--- config.mk ---
export PLATFORM = sky130hd
export DESIGN_NAME = tail_light_sequencer
export DESIGN_NICKNAME = d
export VERILOG_FILES = /design/src/rtl/tail_light_sequencer_pkg.sv /design/src/rtl/tail_tick_gen.sv /design/src/rtl/tail_light_sequencer.sv
export SDC_FILE = /design/constraint.sdc
export NUM_CORES = 1
export LEC_CHECK = 0
export CAP_MARGIN = 10
export CORE_MARGIN = 8
export CORE_UTILIZATION = 57
export CTS_CLUSTER_SIZE = 12
export DETAILED_ROUTE_END_ITERATION = 6
export PLACE_DENSITY = 0.77
export REMOVE_ABC_BUFFERS = 1
export SYNTH_ARGS = -nofsm -noshare
export SYNTH_HDL_FRONTEND = slang
export SYNTH_HIERARCHICAL = 1
export SYNTH_SLANG_ARGS = --single-unit
export TNS_END_PERCENT = 10
--- constraint.sdc ---
create_clock -name ADC_CLK_10 -period 1.5 [get_ports ADC_CLK_10]
set_input_delay 0.225 -clock ADC_CLK_10 [delete_from_list [all_inputs] [get_ports ADC_CLK_10]]
set_output_delay 0.225 -clock ADC_CLK_10 [all_outputs]
set_load 0.03 [all_outputs]
--- src/rtl/tail_light_sequencer_pkg.sv ---
// Shared state and direction encodings for the tail-light sequencer.
package tail_light_sequencer_pkg;
   localparam logic [1:0] ST_IDLE   = 2'd0;
   localparam logic [1:0] ST_TURN   = 2'd1;
   localparam logic [1:0] ST_HAZARD = 2'd2;

   localparam logic DIR_LEFT  = 1'b0;
   localparam logic DIR_RIGHT = 1'b1;
endpackage

--- src/rtl/tail_tick_gen.sv ---
// Step-rate prescaler: one-cycle tick every TICK_DIV clocks, restartable through clear.
module tail_tick_gen #(
   parameter int TICK_DIV = 5000000
) (
   input  logic clk,
   input  logic rst_n,
   input  logic clear,
   output logic tick
);
   localparam int CW = (TICK_DIV > 1) ? $clog2(TICK_DIV) : 1;
   localparam logic [CW-1:0] LAST = CW'(TICK_DIV - 1);

   logic [CW-1:0] count;

   assign tick = (count == LAST);

   always_ff @(posedge clk or negedge rst_n) begin
      if (!rst_n) begin
         count <= '0;
      end else if (clear || tick) begin
         count <= '0;
      end else begin
         count <= count + 1'b1;
      end
   end
endmodule

--- src/rtl/tail_light_sequencer.sv ---
// Turn/hazard/brake tail-light controller: N_LAMPS per side, prescaled stepping,
// synchronised board inputs and registered lamp outputs.
module tail_light_sequencer #(
   parameter int N_LAMPS  = 3,
   parameter int TICK_DIV = 5000000,
   parameter int SYNC_FF  = 2
) (
   input  logic               ADC_CLK_10,
   input  logic               reset_n,
   input  logic               sel_n,
   input  logic               turn_en,
   input  logic               hazard,
   input  logic               brake,
   output logic [N_LAMPS-1:0] left_o,
   output logic [N_LAMPS-1:0] right_o,
   output logic               dir_o
);
   import tail_light_sequencer_pkg::*;

   localparam int SW = $clog2(N_LAMPS + 1);
   localparam logic [SW-1:0]      STEP_MAX = SW'(N_LAMPS);
   localparam logic [N_LAMPS-1:0] ALL_ON   = '1;

   logic [1:0]              rst_q;
   logic                    rst_n_i;
   logic [SYNC_FF-1:0][3:0] sync_q;
   logic                    sel_s, turn_s, haz_s, brake_s, sel_prev;
   logic [1:0]              state, state_nxt;
   logic [SW-1:0]           step, step_nxt;
   logic                    phase, phase_nxt, dir_nxt;
   logic                    sel_fall, restart, tick;
   logic [N_LAMPS-1:0]      side, active, left_nxt, right_nxt;

   function automatic logic [N_LAMPS-1:0] thermo(input logic [SW-1:0] s);
      logic [N_LAMPS-1:0] t;
      t = '0;
      for (int i = 0; i < N_LAMPS; i++) begin
         t[i] = (i < int'(s));
      end
      return t;
   endfunction

   // Reset asserts immediately but releases on a clock edge.
   always_ff @(posedge ADC_CLK_10 or negedge reset_n) begin
      if (!reset_n) begin
         rst_q <= 2'b00;
      end else begin
         rst_q <= {rst_q[0], 1'b1};
      end
   end
   assign rst_n_i = rst_q[1];

   assign {brake_s, haz_s, turn_s, sel_s} = sync_q[SYNC_FF-1];

   tail_tick_gen #(
      .TICK_DIV (TICK_DIV)
   ) u_tick (
      .clk   (ADC_CLK_10),
      .rst_n (rst_n_i),
      .clear (restart),
      .tick  (tick)
   );

   always_comb begin
      sel_fall  = sel_prev & ~sel_s;
      state_nxt = haz_s ? ST_HAZARD : (turn_s ? ST_TURN : ST_IDLE);
      restart   = (state_nxt != state) || sel_fall;
      dir_nxt   = sel_fall ? ~dir_o : dir_o;
      step_nxt  = '0;
      phase_nxt = 1'b0;
      if (!restart) begin
         if (state_nxt == ST_TURN) begin
            step_nxt = tick ? ((step == STEP_MAX) ? '0 : step + 1'b1) : step;
         end
         if (state_nxt == ST_HAZARD) begin
            phase_nxt = tick ? ~phase : phase;
         end
      end
      // Outputs are decoded from next-cycle values so they land with the state update.
      side      = brake_s ? ALL_ON : '0;
      active    = thermo(step_nxt);
      left_nxt  = side;
      right_nxt = side;
      case (state_nxt)
         ST_TURN: begin
            if (dir_nxt == DIR_RIGHT) begin
               right_nxt = active;
            end else begin
               left_nxt = active;
            end
         end
         ST_HAZARD: begin
            left_nxt  = phase_nxt ? ALL_ON : '0;
            right_nxt = phase_nxt ? ALL_ON : '0;
         end
         default: ;
      endcase
   end

   always_ff @(posedge ADC_CLK_10 or negedge rst_n_i) begin
      if (!rst_n_i) begin
         sync_q   <= {SYNC_FF{4'b0001}};
         sel_prev <= 1'b1;
         state    <= ST_IDLE;
         step     <= '0;
         phase    <= 1'b0;
         dir_o    <= DIR_LEFT;
         left_o   <= '0;
         right_o  <= '0;
      end else begin
         sync_q   <= {sync_q[SYNC_FF-2:0], brake, hazard, turn_en, sel_n};
         sel_prev <= sel_s;
         state    <= state_nxt;
         step     <= step_nxt;
         phase    <= phase_nxt;
         dir_o    <= dir_nxt;
         left_o   <= left_nxt;
         right_o  <= right_nxt;
      end
   end
endmodule

Word level (Yosys, flattened, before mapping)
Cells that the tools add are included.
{ "word_totals": {"wordCells": 44, "regBits": 46, "output_inout_bits": 7, "inputBits": 6} }
{ "op_classes": {"n_eq_ne": 5, "muxes": 17, "addsub": 2, "n_bitwise": 4, "magnitude_cmp": 3, "reduce_logical": 2} }
{ "op_table": {"columns": ["operator", "n"], "rows": [
  ["23-bit by 1-bit adder with 23-bit output (second input constant)", 1],
  ["23-bit equality test (second input constant)", 1],
  ["23-bit two-way mux", 1],
  ["3-bit two-way mux", 4],
  ["3-bit one-hot mux with 2 select lines", 2],
  ["2-bit two-way mux", 5],
  ["1-bit two-way mux", 5],
  ["2-bit equality test (second input constant)", 2],
  ["1-bit by 2-bit less-than comparator with 1-bit output (first input constant)", 2],
  ["1-bit NOT", 3],
  ["2-bit by 1-bit adder with 2-bit output (second input constant)", 1],
  ["2-bit by 1-bit equality test with 1-bit output (second input constant)", 1],
  ["1-bit logical OR", 2],
  ["2-bit less-than comparator (first input constant)", 1],
  ["2-bit != test", 1],
  ["1-bit bitwise AND", 1]
]} }

Depth between registers and ports, before layout
{ "depth": {"word_depth": 8, "depth_mapped": 8, "mapped_depth_nobuf": 8} }

Cells and area by module
The synthesis kept the hierarchy.
{ "modules_own_cells": {"columns": ["module", "area_each_um2", "n_inst", "cells_each"], "rows": [
  ["tail_tick_gen", 1158.6, 1, 126],
  ["tail_light_sequencer", 838.3, 1, 61]
]} }

Least setup slack after synthesis
OpenSTA, ideal clock, no wires.
{ "synth_timing": {"path_type": "reg2reg", "startpoint": "reg u_tick.count[0]", "endpoint": "reg right_o[2]", "setup_ns": 0.083, "setup_slack_ns": -0.621, "t_arrival_ns": 2.038, "stages_incl_launch_ff": 9, "path_cell_list": "dfrtp_1 -> ha_1 -> nand4_2 -> or2_2 -> nor3_1 -> xor2_1 -> and4_2 -> nand2_1 -> o21ai_0"} }
{ "synth_via": {"elab_chain_cells": 7, "word_cells_on_any_way": 11, "cone_classes": "order compare: 1; eq/ne: 1; mux: 9"} }
{ "synth_lines": {"columns": ["item", "line", "rtl"], "rows": [
  ["start: declaration", "tail_tick_gen.sv:13", "logic [CW-1:0] count;"],
  ["start signal: assignment", "tail_tick_gen.sv:23", "count <= count + 1'b1;"],
  ["23-bit equality test", "tail_tick_gen.sv:15", "assign tick = (count == LAST);"],
  ["named net tick", "tail_light_sequencer.sv:31", "logic sel_fall, restart, tick;"],
  ["2-bit two-way mux", "tail_light_sequencer.sv:73", "step_nxt = tick ? ((step == STEP_MAX) ? '0 : step + 1'b1) : step;"],
  ["2-bit two-way mux", "tail_light_sequencer.sv:72", "if (state_nxt == ST_TURN) begin"],
  ["2-bit two-way mux", "tail_light_sequencer.sv:71", "if (!restart) begin"],
  ["named net step_nxt[0]", "tail_light_sequencer.sv:29", "logic [SW-1:0] step, step_nxt;"],
  ["2-bit less-than comparator", "tail_light_sequencer.sv:38", "t[i] = (i < int'(s));"],
  ["3-bit two-way mux", "tail_light_sequencer.sv:86", "if (dir_nxt == DIR_RIGHT) begin"],
  ["3-bit one-hot mux with 2 select lines", "tail_light_sequencer.sv:84", "case (state_nxt)"],
  ["named net right_nxt[2]", "tail_light_sequencer.sv:32", "logic [N_LAMPS-1:0] side, active, left_nxt, right_nxt;"],
  ["end signal: assignment", "tail_light_sequencer.sv:118", "right_o <= right_nxt;"],
  ["end: declaration", "tail_light_sequencer.sv:15", "output logic [N_LAMPS-1:0] right_o,"]
]} }
The timed path passes the listed nets, and every way through them passes these cells.

Worst setup path in the final report
{ "layout_timing": {"startpoint": "reg u_tick.count[14]", "endpoint": "reg left_o[2]"} }
{ "layout_via": {"elab_chain_cells": 7, "word_cells_on_any_way": 11, "cone_classes": "order compare: 1; eq/ne: 1; mux: 9"} }
{ "layout_lines": {"columns": ["item", "line", "rtl"], "rows": [
  ["23-bit equality test", "tail_tick_gen.sv:15", null],
  ["named net tick", "tail_light_sequencer.sv:31", null],
  ["2-bit two-way mux", "tail_light_sequencer.sv:73", null],
  ["2-bit two-way mux", "tail_light_sequencer.sv:72", null],
  ["2-bit two-way mux", "tail_light_sequencer.sv:71", null],
  ["named net step_nxt[0]", "tail_light_sequencer.sv:29", null],
  ["2-bit less-than comparator", "tail_light_sequencer.sv:38", null],
  ["3-bit two-way mux", "tail_light_sequencer.sv:86", null],
  ["3-bit one-hot mux with 2 select lines", "tail_light_sequencer.sv:84", null],
  ["named net left_nxt[2]", "tail_light_sequencer.sv:32", null],
  ["end signal: assignment", "tail_light_sequencer.sv:117", "left_o <= left_nxt;"],
  ["end: declaration", "tail_light_sequencer.sv:14", "output logic [N_LAMPS-1:0] left_o,"]
]} }
The timed path passes the listed nets, and every way through them passes these cells.

==> run metrics <==
outcome finished, violations left; failing checks negative setup slack; Layout Nets 252; Post-synth EDFFs 0; DP HPWL ~3.1 mm; GRT Total Usage 17.5%; P per Cell Area 832 nW/um2; final setup vio count 31; fraction of registers with async set or reset after synthesis 100%; CP Capture Type register; DR WL/cell 15.5 um; Yosys reg bits 46; CTS H-tree lvls 2; synth cell count leaders dfrtp_1 (43), nor2_1 (15), a21oi_1 (12); Max FO, Critical Path 5; fmax between 0.5 and 0.6 GHz; gp weighted congestion 0.879; VDD IR max between 700 and 800 uV; Total Power 2240 uW; CP Launch Type register; Leakage Power 0.00118 uW; count of cell types in the netlist 37; M1 WL 1.96 mm; Diodes inserted 0; RSZ-0062 raised after global routing yes; root buffer cell clkbuf_4; first-pass GRT wire length roughly 7.6 mm; Hold WC Path Type reg -> async; total CTS buffers 5; antenna violations before repair 0; # clock sinks between 40 and 50; Crit Path Category reg -> reg; max cap viols 0; Max Slew Vio Count 0; layout filler cell count 220; most numerous cell in the Yosys netlist dfrtp_1; Top Metal Used met4; layout cells sized above 1 35.0%; met3 wire length 137 um; I/O pin count 13; Max Clock Skew 0.0116 ns; average instance area after synthesis 10.7 um2; Yosys top cell area share 53.9%; drt initial violations 150; gr ovfl total 0; maximum root-to-sink buffer count 2; vias in the first global route 1,744; Tmin final 1.96 ns; final setup margin -0.459 ns; Worst EP arrival around 2.3 ns; CTS tree done; met2 wire len 2.37 mm; Core Area 3360 um2; drt first pass iters 4; Synth Warn # 6; Hold Vio Cnt, Final 0; Yosys top cell by area dfrtp_1; DIE HEIGHT 75.2 um; DRC 0; routed vias 1,612; fin util 80.2%; Site Rows 21; Die Area 5650 um2; period utilization 131%; Die Width 75.2 um; main flop type after synthesis dfrtp_1; via/cell ratio 5.52; sequential share of the synthesized area 57.8%; Starting Density 59.4%; CP required 1.79 ns; Syn Inst Count 187; synthesis-to-layout area growth 35.0%; Port-buffer cells 12; Post-Route WL 4.53 mm; clock-pin slew on the worst setup and hold paths 0.14 ns; Clk Latency, worst-skew pair roughly 0.35 ns; post-synthesis cell area 2000 um2; largest net degree at the start of global routing 41; Area contributors post-synth dfrtp_1 (54%), xnor2_1 (4.4%), dfstp_2 (3.9%); Antenna Nets Post-Route 0
==> power breakdown <==
group / leakage [uW] / internal, uW / switching, uW
clock network: 0.0000318 / 192 / 402
registers: 0.000603 / 1300 / 42.4
logic: 0.000544 / 120 / 191
==> worst paths after layout <==
check	cells after the start	end	from	slack (ns)
worst min-delay path	0	sync_q[3]	rst_q[1]	0.10
worst max register to register	8	left_o[2]	u_tick/count[14]	-0.46
worst min register to register	0	sync_q[3]	rst_q[1]	0.10
min in group ADC_CLK_10	1	sync_q[0]	sel_n	0.27
worst max-delay path	8	left_o[2]	u_tick/count[14]	-0.46
max in group asynchronous	2	rst_q[0]	reset_n	0.83
==> repair_timing <==
item,CTS,global route
pin swaps,13,7
endpoints found under the setup margin,38,32
resized for setup,29,13
hold buffers,0,1
endpoints found under the hold margin,0,2
setup buffers,2,0
==> flip-flops by register name, indices dropped and copies added, names as in the netlist <==
register and flops:
u_tick/count 23, sync_q 5, left_o 3, right_o 3, rst_q 2, state 2, step 2, brake_s 1
dir_o 1, haz_s 1, phase 1, sel_prev 1, sel_s 1
==> logic make-up (layout without fill, tap and decap cells) <==
logic type	count (synthesis)	count (layout)	synth area share (%)
fa+ha+maj	1	1	0.626
mux	2	2	1.00
other cells	1	1	0.188
simple gates	79	79	22.6
xor+xnor	16	16	7.39
flops	46	46	57.8
compound gates	30	30	7.89
buf+inv	12	71	2.44
==> worst max-delay path, stage by stage, from the launching register on <==
cell	delay, ns
dfrtp_1	0.40
inv_2	0.05
or4_4	0.54
nor3_2	0.19
buf_4	0.16
xor2_1	0.15
and4_4	0.25
nand2_4	0.06
o21ai_2	0.11
==> area by class of cell <==
type	count	area (um2)	share of cell area [%]
repair buffers	55	462	17.1
clock inverters	3	25.0	0.928
well taps	46	57.6	2.13
flip-flops and latches	46	1150	42.8
inverters	8	30.0	1.11
multi-input cells	129	930	34.5
clock buffers	5	37.5	1.39
==> metal layers <==
metal	track usage [%]	vias to the layer above
met5	0	-
met4	7.25	0
met3	3.73	8
met2	29.6	24
met1	21.2	812
li1	-	768
==> placed cells by master (no fill, tap or decap), drive strengths merged, types with 3 or more instances in the layout <==
cell | Yosys | layout
clkdlybuf4s50 | 0 | 5
nor2 | 15 | 15
nor3 | 6 | 6
o31ai | 3 | 3
clkbuf | 1 | 6
dlygate4sd2 | 0 | 6
nand2 | 11 | 11
xor2 | 5 | 5
dfstp | 3 | 3
o21ai | 15 | 15
dfrtp | 43 | 43
or4 | 5 | 5
inv | 8 | 9
or3 | 10 | 10
nand3 | 9 | 9
a21oi | 12 | 12
and2b | 3 | 3
nand4 | 5 | 5
buf | 3 | 42
xnor2 | 11 | 11
==> through the flow <==
stage	instance area, um2	TNS (ns)	std cells	hold slack (ns)	setup slack [ns]
2_1_floorplan	1980	-29.44	183	-0.0706	-1.14
3_3_place_gp	2490	-9.95	281	0.0915	-0.464
3_5_place_dp	2490	-12.10	281	0.0899	-0.530
4_1_cts	2640	-8.24	291	0.00432	-0.400
5_1_grt	2700	-11.69	292	0.129	-0.531
6_report	2700	-9.35	292	0.103	-0.459
Power figures use the tool's default switching activity.
